## src/rtl/maquina_evt_scheduler.sv

```systemverilog
// Panel-input scheduler for the vending machine: sync, optional debounce (MAQUINA_DEBOUNCE_EN),
// edge capture into pending flags, and fixed-priority valid/ready issue to the machine core.
module maquina_evt_scheduler #(
    parameter int unsigned DEB_CYCLES = 16
) (
    input  logic       clk,
    input  logic       reset,
    input  logic [3:0] sw_raw,
    output logic       evt_valid,
    output logic [1:0] evt_code,
    input  logic       evt_ready,
    output logic       busy,
    output logic [3:0] drop_cnt
);

    typedef enum logic [1:0] {IDLE, ISSUE, GAP} state_t;

    if (DEB_CYCLES < 2 || DEB_CYCLES > 255) begin : g_deb_range
        $error("DEB_CYCLES must lie in 2..255");
    end

    logic [3:0] sync1_q, sync2_q;
    logic [3:0] deb_lvl;
    logic [3:0] deb_prev_q;
    logic [3:0] pend_q, pend_d;
    logic [3:0] drop_q, drop_d;
    logic [3:0] rise, served, drops;
    state_t     state_q, state_d;
    logic       valid_q, valid_d;
    logic [1:0] code_q, code_d;

    // Event code to panel bit {P,R,N,D}: 0=N, 1=D, 2=P, 3=R.
    function automatic logic [3:0] code_mask(input logic [1:0] code);
        case (code)
            2'd0:    code_mask = 4'b0010;
            2'd1:    code_mask = 4'b0001;
            2'd2:    code_mask = 4'b1000;
            default: code_mask = 4'b0100;
        endcase
    endfunction

    // R > D > N > P: coins are credited before a purchase, refund overrides all.
    function automatic logic [1:0] pick(input logic [3:0] p);
        if (p[2])      pick = 2'd3;
        else if (p[0]) pick = 2'd1;
        else if (p[1]) pick = 2'd0;
        else           pick = 2'd2;
    endfunction

`ifdef MAQUINA_DEBOUNCE_EN
    localparam int CW = $clog2(DEB_CYCLES + 1);

    logic [CW-1:0] cnt_q [4];
    logic [CW-1:0] cnt_d [4];
    logic [3:0]    deb_q, deb_d;

    // NOTE: every always_comb output gets a default first so no path can infer a latch.
    always_comb begin
        deb_d = deb_q;
        for (int i = 0; i < 4; i++) begin
            cnt_d[i] = '0;
            if (sync2_q[i] != deb_q[i]) begin
                if (cnt_q[i] == CW'(DEB_CYCLES - 1)) deb_d[i] = sync2_q[i];
                else                                 cnt_d[i] = cnt_q[i] + CW'(1);
            end
        end
    end

    // NOTE: the counters are plain flops, so they share the async reset like any other state.
    always_ff @(posedge clk or posedge reset) begin
        if (reset) begin
            deb_q <= '0;
            for (int i = 0; i < 4; i++) cnt_q[i] <= '0;
        end else begin
            deb_q <= deb_d;
            for (int i = 0; i < 4; i++) cnt_q[i] <= cnt_d[i];
        end
    end

    assign deb_lvl = deb_q;
`else
    assign deb_lvl = sync2_q;
`endif

    always_comb begin
        rise   = deb_lvl & ~deb_prev_q;
        served = (state_q == ISSUE && evt_ready) ? code_mask(code_q) : 4'b0000;
        // A new edge on the bit being served wins and is not a drop.
        pend_d = rise | (pend_q & ~served);
        drops  = rise & pend_q & ~served;
        drop_d = drop_q;
        for (int i = 0; i < 4; i++) begin
            if (drops[i] && drop_d != 4'hF) drop_d = drop_d + 4'd1;
        end
    end

    // NOTE: sequential state uses non-blocking assignments so all flops update from pre-edge values.
    always_ff @(posedge clk or posedge reset) begin
        if (reset) begin
            sync1_q    <= '0;
            sync2_q    <= '0;
            deb_prev_q <= '0;
            pend_q     <= '0;
            drop_q     <= '0;
        end else begin
            sync1_q    <= sw_raw;
            sync2_q    <= sync1_q;
            deb_prev_q <= deb_lvl;
            pend_q     <= pend_d;
            drop_q     <= drop_d;
        end
    end

    always_comb begin
        state_d = state_q;
        valid_d = valid_q;
        code_d  = code_q;
        case (state_q)
            IDLE: begin
                if (|pend_q) begin
                    code_d  = pick(pend_q);
                    valid_d = 1'b1;
                    state_d = ISSUE;
                end
            end
            ISSUE: begin
                if (evt_ready) begin
                    valid_d = 1'b0;
                    state_d = GAP;
                end
            end
            GAP:     state_d = IDLE;
            default: state_d = IDLE;
        endcase
    end

    always_ff @(posedge clk or posedge reset) begin
        if (reset) begin
            state_q <= IDLE;
            valid_q <= 1'b0;
            code_q  <= 2'd0;
        end else begin
            state_q <= state_d;
            valid_q <= valid_d;
            code_q  <= code_d;
        end
    end

    assign evt_valid = valid_q;
    assign evt_code  = code_q;
    assign busy      = |pend_q;
    assign drop_cnt  = drop_q;

endmodule

```

## config.mk

```make
export PLATFORM = sky130hd
export DESIGN_NAME = maquina_evt_scheduler
export DESIGN_NICKNAME = d
export VERILOG_FILES = /design/src/rtl/maquina_evt_scheduler.sv
export SDC_FILE = /design/constraint.sdc
export NUM_CORES = 1
export LEC_CHECK = 0
export ABC_AREA = 1
export ABC_CLOCK_PERIOD_IN_PS = 2900
export BUFFER_PORTS_ARGS = -buffer_cell sky130_fd_sc_hd__buf_2
export CAP_MARGIN = 10
export CORE_ASPECT_RATIO = 0.75
export CORE_MARGIN = 8
export CORE_UTILIZATION = 45
export CTS_BUF_LIST = sky130_fd_sc_hd__clkbuf_8
export DETAILED_ROUTE_END_ITERATION = 8
export PLACE_DENSITY = 0.66
export REMOVE_ABC_BUFFERS = 1
export SYNTH_ARGS = -nofsm -noshare
export SYNTH_HDL_FRONTEND = slang
export SYNTH_SLANG_ARGS = --single-unit
```

## constraint.sdc

```tcl
create_clock -name clk -period 2.9 [get_ports clk]
set_input_delay 0.435 -clock clk [delete_from_list [all_inputs] [get_ports clk]]
set_output_delay 0.435 -clock clk [all_outputs]
set_load 0.02 [all_outputs]
```

==> impl_metrics.yaml <==
sta:
  max_freq_mhz: 327
  finalSetupViolCount: 4
  setup_slack_ns: -0.154
  finalHoldViolations: 0
  worstMarginPinSlew_ns: 0.875
  finalSetupTns_ns: -0.459
  finalClockSkew_ns: 0.00384
  drv_slew: 0
  grt_setup_unrepaired: "true"
  slew_headroom: 0.416
  period_needed_ns: 3.05
  period_share: 1.05
cells_and_area:
  final_cell_mix: "nand2_1 (47), buf_4 (44), dfrtp_1 (25)"
  area_growth_pct: 41.2
  final_core_util: 0.665
  final_common_cell: "nand2_1"
  layout.cells.non_filler: 294
  drive_gt1_frac: 0.476
  final_area_sq_um: 2190
  final_nets: 266
  antenna_cells: 0
placement:
  place_hpwl_um: 2580
  gp_congestion: 0.857
  placed_area_sq_um: 1890
  placed_cells: 275
  port_buffers: 14
outcome:
  violations: "setup timing"
  outcome: "finished with violations"
floorplanning:
  die_w_um: 83.7
  dieHeight_um: 66.8
  core_area_sq_um: 3290
  fp.dieArea_sq_um: 5590
  row_count: 18
  io_pins: 15
  initial_core_util: 0.471
critical_path:
  critPathTopFamily: "simple AND/OR/NAND/NOR gates"
  crit_path_top_delay_cell: "dfrtp_1"
  reg2reg_from: "drop_cnt[0]$_DFF_PP0_"
  crit_top_cell: "nand2_4"
  crit_type: "reg -> reg"
  crit_start: "drop_cnt[0]$_DFF_PP0_"
  max_stage_delay_ns: 0.40
  r2r_cells: 26
  cp.required_ns: 3.09
  cp_max_fo: 5
  cp_num_cells: 26
  cp_num_buf_inv: 5
  cp-end-kind: "register"
  worstSetupStartpointType: "register"
  worstPathArrival_ns: 3.24
flow_run:
  maxCapViolations: 0
clocking:
  cts_tree: "yes"
  clkTransAtPathRegs_ns: 0.08
  cts.sinks: 25
  cts_root_buf: "clkbuf_8"
  clock_latency_ns: 0.26
  htree_levels: 1
  cts_buffer_depth: 2
  tritoncts.num_buffers: 3
  ctsHoldBuffers: 0
drt:
  first_pass_iters: 4
  vias: 1411
  drt_iter0_markers: 124
  ant_nets: 0
  wirelength_um: 3550
  wl_per_cell_um: 12.1
  remaining_drc_errors: 0
  vias_per_cell: 4.80
yosys:
  avgSynthCellArea_sq_um: 8.10
  synthCells: 191
  synth_seq_cells: 25
  synth_cell_types: 21
  yosysWarnings: 0
  syn-cell-area_sq_um: 1550
  yosysSeqAreaShare: 0.404
global_routing:
  overflow: 0
  grt_pass1_wl_um: 6050
  antenna_found_initial: 0
  grt_max_degree: 26
  grt_usage: 0.130
  first_global_vias: 1392
power:
  peakVddDrop_uv: 503
  p_leak_uw: 0.00111
  power.density_nw_per_um2: 1130
  p_total_uw: 2480
worst_hold_path:
  min_path_cells: 1
  hp-class: "in -> reg"
  hp-start: "sw_raw[1]"
==> power by group <==
part / internal (uW) / leakage (uW) / switching [uW] / total, uW
Clock: 97.1 / 0.0000217 / 102 / 199
Combinational: 788 / 0.000811 / 981 / 1770
Sequential: 440 / 0.000281 / 66.8 / 507
Total: 1330 / 0.00111 / 1150 / 2480
==> flip-flops by register name, summed over array words and instances, names as in the netlist <==
register / cells
state_q: 2
sync1_q: 4
deb_prev_q: 4
evt_valid: 1
drop_cnt: 4
evt_code: 2
deb_lvl: 4
pend_q: 4
==> layout make-up <==
| cell class | instances | area [sq um] |
|---|---|---|
| multi-input cells | 138 | 937 |
| repair buffers | 59 | 412 |
| clock inverters | 1 | 7.51 |
| inverters | 28 | 113 |
| fillers | 260 | 1100 |
| well taps | 40 | 50.0 |
| flip-flops and latches | 25 | 626 |
| clock buffers | 3 | 41.3 |
==> synthesized netlist by cell type <==
master | n | area, sq um
inv_2 | 6 | 22.5
nor2_4 | 5 | 56.3
o21bai_4 | 1 | 18.8
nor2_2 | 3 | 18.8
nand2_4 | 2 | 22.5
ha_1 | 4 | 50.1
nor4_1 | 1 | 6.26
o21ai_1 | 1 | 5.00
nor3_4 | 1 | 16.3
nor3_1 | 1 | 5.00
nor2_8 | 1 | 20.0
nand3_4 | 4 | 70.1
xor2_1 | 2 | 17.5
nand4_1 | 7 | 43.8
inv_1 | 22 | 82.6
nand3_1 | 19 | 95.1
dfrtp_1 | 25 | 626
nor2_1 | 10 | 37.5
nand2_2 | 17 | 106
o21ai_0 | 5 | 25.0
nand2_1 | 54 | 203
==> kinds of logic (layout without fill, tap and decap cells) <==
| group | after synthesis | count (layout) | synth area share |
|---|---|---|---|
| xor gates and xnor gates | 2 | 2 | 0.0113 |
| adders and majority gates | 4 | 4 | 0.0323 |
| DFF | 25 | 25 | 0.404 |
| and+or+nand+nor | 125 | 125 | 0.453 |
| buffers and inverters | 28 | 91 | 0.0679 |
| AOI/OAI and AO/OA | 7 | 7 | 0.0315 |
==> worst paths after layout <==
check	end	slack, ns
setup / recovery	drop_cnt[0]$_DFF_PP0_	-0.15
hold / removal	sync1_q[1]$_DFF_PP0_	0.27
setup reg to reg	drop_cnt[0]$_DFF_PP0_	-0.15
hold reg to reg	deb_lvl[2]$_DFF_PP0_	0.36
max in group asynchronous	pend_q[2]$_DFF_PP0_	2.02
min in group asynchronous	drop_cnt[2]$_DFF_PP0_	0.34
==> stage by stage <==
stage | worst slack (ns) | hold WS, ns
3_5_place_dp | -0.259 | 0.338
4_1_cts | 0.00133 | 0.258
2_1_floorplan | -0.338 | 0.331
6_report | -0.154 | 0.273
3_3_place_gp | -0.189 | 0.336
5_1_grt | -0.327 | 0.254
==> per-layer routing <==
layer | global-route usage | vias to the layer above | share of wire
li1 | - | 733 | -
met1 | 0.157 | 655 | 0.47
met2 | 0.227 | 21 | 0.48
met3 | 0.0390 | 2 | 0.044
met4 | 0.0258 | 0 | 0.0023
met5 | 0 | - | 0
==> timing repair <==
item	CTS	global route
resized for setup	22	11
setup buffers	10	5
setup endpoints to repair	4	4
pin swaps	18	15
Note: power is estimated with default switching activity, not from simulation.
